==> src/rtl/spectro_serial_receiver.sv <==
// Deserializes the spectrogram readout stream into a timestamp followed by encoded samples.
// Define SPECTRO_RX_TIME_CHECK_EN to add the RTC field check and the time_invalid strobe.
module spectro_serial_receiver #(
  parameter int unsigned TIME_W      = 32,
  parameter int unsigned SAMPLE_W    = 3,
  parameter int unsigned MAX_SAMPLES = 256
) (
  input  logic                clk,
  input  logic                reset,
  input  logic                serial_in,
  input  logic                serial_readout,
  output logic [TIME_W-1:0]   time_out,
  output logic                time_valid,
  output logic [SAMPLE_W-1:0] sample_out,
  output logic                sample_valid,
  output logic [7:0]          sample_index,
  output logic [8:0]          sample_count,
  output logic                frame_done,
  output logic                frame_error,
`ifdef SPECTRO_RX_TIME_CHECK_EN
  output logic                time_invalid,
`endif
  output logic                busy
);

  typedef enum logic [1:0] {
    StIdle,
    StTime,
    StData,
    StDrain
  } state_e;

  state_e state_q, state_d;

  logic [TIME_W-1:0]   shift_q, shift_d;
  logic [TIME_W-1:0]   shift_word;
  logic [5:0]          bitcnt_q, bitcnt_d;
  logic [8:0]          samplecnt_q, samplecnt_d;

  logic [TIME_W-1:0]   time_q, time_d;
  logic                time_valid_q, time_valid_d;
  logic [SAMPLE_W-1:0] sample_q, sample_d;
  logic                sample_valid_q, sample_valid_d;
  logic [7:0]          index_q, index_d;
  logic [8:0]          count_q, count_d;
  logic                frame_done_q, frame_done_d;
  logic                frame_error_q, frame_error_d;

  // Word as it stands once the bit on serial_in is shifted in this cycle.
  assign shift_word = {shift_q[TIME_W-2:0], serial_in};

  // The oldest bit falls off the end of the shift register and is never needed.
  logic unused_shift_msb;
  assign unused_shift_msb = shift_q[TIME_W-1];

  always_comb begin
    state_d        = state_q;
    shift_d        = shift_q;
    bitcnt_d       = bitcnt_q;
    samplecnt_d    = samplecnt_q;
    time_d         = time_q;
    sample_d       = sample_q;
    index_d        = index_q;
    count_d        = count_q;
    time_valid_d   = 1'b0;
    sample_valid_d = 1'b0;
    frame_done_d   = 1'b0;
    frame_error_d  = 1'b0;

    case (state_q)
      StIdle: begin
        if (serial_readout) begin
          shift_d  = shift_word;
          bitcnt_d = 6'd1;
          state_d  = StTime;
        end
      end

      StTime: begin
        if (serial_readout) begin
          shift_d = shift_word;
          if (bitcnt_q == 6'(TIME_W - 1)) begin
            time_d       = shift_word;
            time_valid_d = 1'b1;
            bitcnt_d     = 6'd0;
            samplecnt_d  = 9'd0;
            state_d      = StData;
          end else begin
            bitcnt_d = bitcnt_q + 6'd1;
          end
        end else begin
          // Truncated timestamp: drop it and leave time_out untouched.
          frame_error_d = 1'b1;
          state_d       = StIdle;
        end
      end

      StData: begin
        if (serial_readout) begin
          shift_d = shift_word;
          if (bitcnt_q == 6'(SAMPLE_W - 1)) begin
            bitcnt_d = 6'd0;
            if (samplecnt_q < 9'(MAX_SAMPLES)) begin
              sample_d       = shift_word[SAMPLE_W-1:0];
              index_d        = samplecnt_q[7:0];
              sample_valid_d = 1'b1;
              samplecnt_d    = samplecnt_q + 9'd1;
            end else begin
              frame_error_d = 1'b1;
              state_d       = StDrain;
            end
          end else begin
            bitcnt_d = bitcnt_q + 6'd1;
          end
        end else begin
          if (bitcnt_q == 6'd0) begin
            count_d      = samplecnt_q;
            frame_done_d = 1'b1;
          end else begin
            frame_error_d = 1'b1;
          end
          state_d = StIdle;
        end
      end

      StDrain: begin
        if (!serial_readout) begin
          state_d = StIdle;
        end
      end

      default: state_d = StIdle;
    endcase
  end

  always_ff @(posedge clk) begin
    if (!reset) begin
      state_q        <= StIdle;
      shift_q        <= '0;
      bitcnt_q       <= '0;
      samplecnt_q    <= '0;
      time_q         <= '0;
      time_valid_q   <= 1'b0;
      sample_q       <= '0;
      sample_valid_q <= 1'b0;
      index_q        <= '0;
      count_q        <= '0;
      frame_done_q   <= 1'b0;
      frame_error_q  <= 1'b0;
    end else begin
      state_q        <= state_d;
      shift_q        <= shift_d;
      bitcnt_q       <= bitcnt_d;
      samplecnt_q    <= samplecnt_d;
      time_q         <= time_d;
      time_valid_q   <= time_valid_d;
      sample_q       <= sample_d;
      sample_valid_q <= sample_valid_d;
      index_q        <= index_d;
      count_q        <= count_d;
      frame_done_q   <= frame_done_d;
      frame_error_q  <= frame_error_d;
    end
  end

`ifdef SPECTRO_RX_TIME_CHECK_EN
  // RTC layout: day [31:27], hour [26:22], min [21:16], sec [15:10], millisec [9:0].
  logic time_bad;
  logic time_invalid_q;

  assign time_bad = (shift_word[26:22] > 5'd23)  ||
                    (shift_word[21:16] > 6'd59)  ||
                    (shift_word[15:10] > 6'd59)  ||
                    (shift_word[9:0]   > 10'd999);

  always_ff @(posedge clk) begin
    if (!reset) begin
      time_invalid_q <= 1'b0;
    end else begin
      time_invalid_q <= time_valid_d && time_bad;
    end
  end

  assign time_invalid = time_invalid_q;
`endif

  assign time_out     = time_q;
  assign time_valid   = time_valid_q;
  assign sample_out   = sample_q;
  assign sample_valid = sample_valid_q;
  assign sample_index = index_q;
  assign sample_count = count_q;
  assign frame_done   = frame_done_q;
  assign frame_error  = frame_error_q;
  assign busy         = (state_q != StIdle);

endmodule

==> config.mk <==
export PLATFORM = sky130hd
export DESIGN_NAME = spectro_serial_receiver
export DESIGN_NICKNAME = d
export VERILOG_FILES = /design/src/rtl/spectro_serial_receiver.sv
export SDC_FILE = /design/constraint.sdc
export NUM_CORES = 1
export LEC_CHECK = 0
export CORE_MARGIN = 3
export CORE_UTILIZATION = 54
export DETAILED_ROUTE_END_ITERATION = 16
export PLACE_DENSITY_LB_ADDON = 0.3
export SYNTH_ARGS = -nofsm -noshare
export SYNTH_HDL_FRONTEND = slang
export SYNTH_SLANG_ARGS = --single-unit
==> constraint.sdc <==
create_clock -name clk -period 2.54 [get_ports clk]
set_clock_uncertainty 0.1 [all_clocks]
set_input_delay 0.508 -clock clk [delete_from_list [all_inputs] [get_ports clk]]
set_output_delay 0.508 -clock clk [all_outputs]
set_load 0.01 [all_outputs]
==> flow_metrics.env <==
export IMPL_die_h_um=93.54
export IMPL_overflow=0
export IMPL_slew_violations=0
export IMPL_grt_first_pass_wirelength_mm=15.09
export IMPL_synth_top_cell_by_area="dfxtp_1"
export IMPL_endpoint_kind="primary output"
export IMPL_clockPowerShare_pct=35.3
export IMPL_synth_cells=508
export IMPL_synth_top_flop_cell="dfxtp_1"
export IMPL_fmax_ghz=0.4329
export IMPL_viasPerCell=5.412
export IMPL_setup_ws_ps=230.2
export IMPL_ys_seq_area_share_pct=50.32
export IMPL_p_int_uw=2098
export IMPL_yosysUniqueCellTypes=42
export IMPL_ys_seq_elements=104
export IMPL_die_area_um2=8749
export IMPL_routed_wl_mm=8.979
export IMPL_p_total_uw=2796
export IMPL_diodes=0
export IMPL_syn_to_final_growth_pct=22.59
export IMPL_synth_top_area_share_pct=50.32
export IMPL_fin_crit_sh_pct=90.94
export IMPL_synth_common_cells="162 x nand2_1, 104 x dfxtp_1, 80 x a21oi_1"
export IMPL_leakagePower_uw=0.001780
export IMPL_final_nets=575
export IMPL_clk_latency_ps=360
export IMPL_crit_arrival_ps=1700
export IMPL_p_per_area_nw_per_um2=551.2
export IMPL_dp_hpwl_mm=6.053
export IMPL_yosysMostFrequentCell="nand2_1"
export IMPL_drive_gt1_share_pct=6.360
export IMPL_worst_path_buf_inv=3
export IMPL_worst_slew_pin_slew_ps=587.5
export IMPL_drt_iter0_drc=161
export IMPL_synth_area_leaders="dfxtp_1 50%, nand2_1 15%, a21oi_1 9.7%"
export IMPL_grt_max_degree=61
export IMPL_grt_met3_usage_pct=3.942
export IMPL_ys_warn_count=0
export IMPL_port_buffers=60
export IMPL_cts_resized=0
export IMPL_max_slew_margin_rel_pct=60.83
export IMPL_cts_tree="yes"
export IMPL_ant_nets=0
export IMPL_crit_fanout=6
export IMPL_r2r_setup_slack_ps=340
export IMPL_busiest_layer="met2"
export IMPL_p_seq_share_pct=59.0
export IMPL_antenna_found_initial=0
export IMPL_hold_viol=0
export IMPL_core_area_um2=7331
export IMPL_htree_num_levels=3
export IMPL_netlist_area_um2=4138
export IMPL_switchingPower_uw=697.6
export IMPL_status="completed"
export IMPL_ir_drop_uv=340.1
export IMPL_finalSetupViolCount=0
export IMPL_ctsHoldBuffers=0
export IMPL_drv_cap=0
export IMPL_synth_edf_count=0
export IMPL_clk_pin_slew_ps=110
export IMPL_avgSynthCellArea_um2=8.145
export IMPL_use_met2_pct=33.83
export IMPL_swShare_pct=24.95
export IMPL_crit_chain="inv_1 -> ha_1 -> inv_1 -> clkdlybuf4s50_1"
export IMPL_crit_top_cell="inv_1"
export IMPL_rows=31
export IMPL_placement_cell_area_um2=4875
export IMPL_grt_usage_pct=21.34
export IMPL_syn_nets=522
export IMPL_io_pins=61
export IMPL_grt_use_met1_pct=28.48
export IMPL_post_cts_buffers=0
export IMPL_cp_slowest_stage_delay_ps=520
export IMPL_initial_core_util_pct=56.44
export IMPL_cts_sinks=104
export IMPL_dp_slack_ps=182.5
export IMPL_min_period_ps=2310
export IMPL_via_count=3599
export IMPL_path_delay_family="buffers and inverters"
export IMPL_drc=0
export IMPL_first_global_vias=3269
export IMPL_root_buffer="clkbuf_8"
export IMPL_startpoint_type="flip-flop"
export IMPL_tns_ps=0
export IMPL_worstPathRequired_ps=1930
export IMPL_cts_inserted_buffers=9
export IMPL_rsz0062_at_grt="false"
export IMPL_critical_path_class="flip-flop to primary output"
export IMPL_p_comb_share_pct=5.8
export IMPL_hold_class="flip-flop to flip-flop"
export IMPL_slowest_stage="clkdlybuf4s50_1"
export IMPL_gp_congestion=0.8984
export IMPL_final_util_pct=69.19
export IMPL_clockBufferDepth=2
export IMPL_async_flop_share_pct=0
export IMPL_firstDrtPassIters=4
export IMPL_final_cell_area_um2=5072
export IMPL_die_x_um=93.54
export IMPL_avgRoutedWirePerCell_um=13.50
power groups by stage:
stage	sequential, µW	clock [µW]	combinational (µW)
after floorplan	1680	0	108
after global placement	1690	0	155
after detailed placement	1690	0	159
after CTS	1650	1010	159
after global routing	1650	1080	180
final	1650	986	161
final timing paths:
kind / start / to / depth (start not counted)
max: state_q[0] / busy / 4
min: shift_q[30] / time_out[31] / 2
max reg2reg: bitcnt_q[0] / samplecnt_q[6] / 5
min reg2reg: shift_q[30] / time_out[31] / 2
metrics by stage:
| step | hold WS, ps | cells |
|---|---|---|
| floorplan | 332.1 | 508 |
| detailed placement | 345.8 | 649 |
| global placement | 339.3 | 649 |
| finish | 355.8 | 665 |
| global route | 371.7 | 665 |
| CTS | 353.9 | 665 |
cell type report:
class | instances | area, µm²
inverters | 11 | 41.29
multi-input cells | 360 | 1889
repair buffers | 75 | 738.2
clock buffers | 10 | 137.6
clock inverters | 6 | 60.06
flip-flops and latches | 104 | 2082
fillers | 573 | 2258
well taps | 99 | 123.9
placed cells by master, fill, tap and decap left out, drive strengths merged, types with 3 or more instances in the layout:
cell type,n
clkdlybuf4s50,60
o211ai,7
inv,13
clkinv,4
a21oi,80
nor2,17
o21ai,7
nor2b,3
a221oi,3
dfxtp,104
nand3,9
and3,6
o31ai,5
clkbuf,10
a31oi,4
nand2,162
or3,5
xor2,3
buf,15
mux2i,11
ha,10
layer usage:
layer	wire length, µm	up-vias
li1	-	1815
met3	466	17
met2	4194	101
met1	4115	1666
met4	203	0
met5	0	-
worst register-to-register path, stage by stage (launching register included):
cell and delay [ps]:
dfxtp_1 400, ha_1 200, and3_1 320, a21oi_1 150
or4_1 640, o32ai_1 300
registers in the layout, indices dropped and copies added, names as in the netlist:
register      flops
sample_out        3
bitcnt_q          6
sample_valid      1
time_valid        1
shift_q          31
frame_error       1
sample_index      8
sample_count      9
frame_done        1
samplecnt_q       9
state_q           2
time_out         32
cell families after synthesis:
logic type	count (synthesis)	synth area share, %
mux	12	2.933
xor+xnor	3	0.6351
compound gates	118	16.42
buf+inv	44	4.082
fa+ha+maj	10	3.024
simple gates	217	22.59
flops	104	50.32
Power figures use the tool's default switching activity.
==> RTL edit, RTL diff (config.mk and constraints unchanged) <==
`shift_q` no longer has a reset.
--- a/src/rtl/spectro_serial_receiver.sv
+++ b/src/rtl/spectro_serial_receiver.sv
@@ -136,7 +136,6 @@
   always_ff @(posedge clk) begin
     if (!reset) begin
       state_q        <= StIdle;
-      shift_q        <= '0;
       bitcnt_q       <= '0;
       samplecnt_q    <= '0;
       time_q         <= '0;
@@ -149,7 +148,6 @@
       frame_error_q  <= 1'b0;
     end else begin
       state_q        <= state_d;
-      shift_q        <= shift_d;
       bitcnt_q       <= bitcnt_d;
       samplecnt_q    <= samplecnt_d;
       time_q         <= time_d;
@@ -163,6 +161,10 @@
     end
   end
 
+  always_ff @(posedge clk) begin
+    shift_q <= shift_d;
+  end
+
 `ifdef SPECTRO_RX_TIME_CHECK_EN
   // RTC layout: day [31:27], hour [26:22], min [21:16], sec [15:10], millisec [9:0].
   logic time_bad;
Behaviour: same outputs for any inputs over 10 cycles, from zero or initial values and one cycle with reset low; that may be too few to reach the edited logic, so the function may still have changed.
==> RTL edit against the unedited design <==
- synthesized area is 0.39% lower
- global-route usage is 1.4 points lower
- routed wire length is 6.9% lower
- setup slack worse by 0.099 ns
- sequential cell count stayed put
- sequential power is 7% higher
- power is 8.4% higher
- design area is 0.52% lower
- sequential share of layout area is 6.4 points higher
- register-to-register slack worse by 0.11 ns
- critical path type unchanged
- largest cell class unchanged
==> RTL edit: results (changes against the unedited design) <==
grt_start_max_net_pins: 34  # -44%
hpwl_mm: 5.69  # -6.0%
n_all_buffers: 71  # -5.3%
placement.cell_area_um2: 4840  # -0.74%
grt_use_total: 0.199  # -0.0140
arrival_ns: 1.80  # +0.10 ns
dpl.cell_count: 545  # -16%
outcome: "complete, no violations"
synth_top_cells_by_count: "sky130_fd_sc_hd__nand2_1 (76), sky130_fd_sc_hd__dfxtp_1 (73), sky130_fd_sc_hd__a21oi_1 (41)"
ff_latch_area_um2: 2390  # +15%
worstSkewPairLatency_ns: 0.36  # about the same
clock_tree_area_fraction: 0.0412  # +0.00219
cp_max_fo: 5  # -1
pre_cts_setup_slack_ns: 0.170  # -0.0125 ns
total_nets_after_synthesis: 413  # -21%
drt-initial-drc-count: 138  # -14%
fraction_of_standard_cell_area_in_multi_input_logic: 0.312  # -0.0608
drt-vias-per-instance: 5.41  # about the same
number_of_logic_inverters_in_the_finished_layout: 11  # unchanged
vdd_drop_max_mv: 0.309  # -9.1%
p_per_area_nw_per_um2: 600  # +8.9%
bufAreaShareNonClock: 0.140  # -0.00519
clockRootBuffer: "sky130_fd_sc_hd__clkbuf_8"
route.final.wire_length_mm: 8.36  # -6.9%
final_nets: 471  # -18%
number_of_flops_mapped_to_enable_cells_by_yosys: 31  # +31
wl_per_cell_um: 14.9  # +10%
finalWeightedCongestion: 0.912  # +1.5%
## RTL edit: worst paths after layout
path | startpoint | end | slack (ns) | cells past startpoint
max reg2reg | state_q[1]$_SDFFE_PN0P_ | bitcnt_q[5]$_SDFFE_PN0P_ | 0.23 | 6
min | shift_q[2]$_DFFE_PP_ | shift_q[3]$_DFFE_PP_ | 0.36 | 0
min reg2reg | shift_q[2]$_DFFE_PP_ | shift_q[3]$_DFFE_PP_ | 0.36 | 0
max | state_q[0]$_SDFFE_PN0P_ | busy | 0.13 | 4
## RTL edit: cells by family after synthesis
| logic type | Yosys count | synth area share |
|---|---|---|
| AND/OR/NAND/NOR | 150 | 0.172 |
| flip-flops | 104 | 0.580 |
| AO/OA/AOI/OAI | 76 | 0.122 |
| buffers and inverters | 35 | 0.0379 |
| multiplexers | 21 | 0.0513 |
| adder cells (fa/ha/maj) | 10 | 0.0304 |
| XOR/XNOR | 3 | 0.00638 |
## RTL edit: metal layers
layer	part of all wire	global-route usage
met1	0.46	0.267
met2	0.48	0.317
met3	0.045	0.0426
met4	0.015	0.0757
met5	0	0
## RTL edit: power by group
part	switching [mW]	leakage [nW]	internal (mW)
Combinational	0.116	0.941	0.0635
Clock	0.598	0.108	0.477
Sequential	0.0251	0.892	1.75
Total	0.740	1.94	2.29
## RTL edit: critical path, stage by stage, from the launching register on
cell and delay [ns]:
sky130_fd_sc_hd__dfxtp_1 0.43, sky130_fd_sc_hd__inv_1 0.13, sky130_fd_sc_hd__ha_1 0.27, sky130_fd_sc_hd__inv_1 0.07, sky130_fd_sc_hd__clkdlybuf4s50_1 0.53
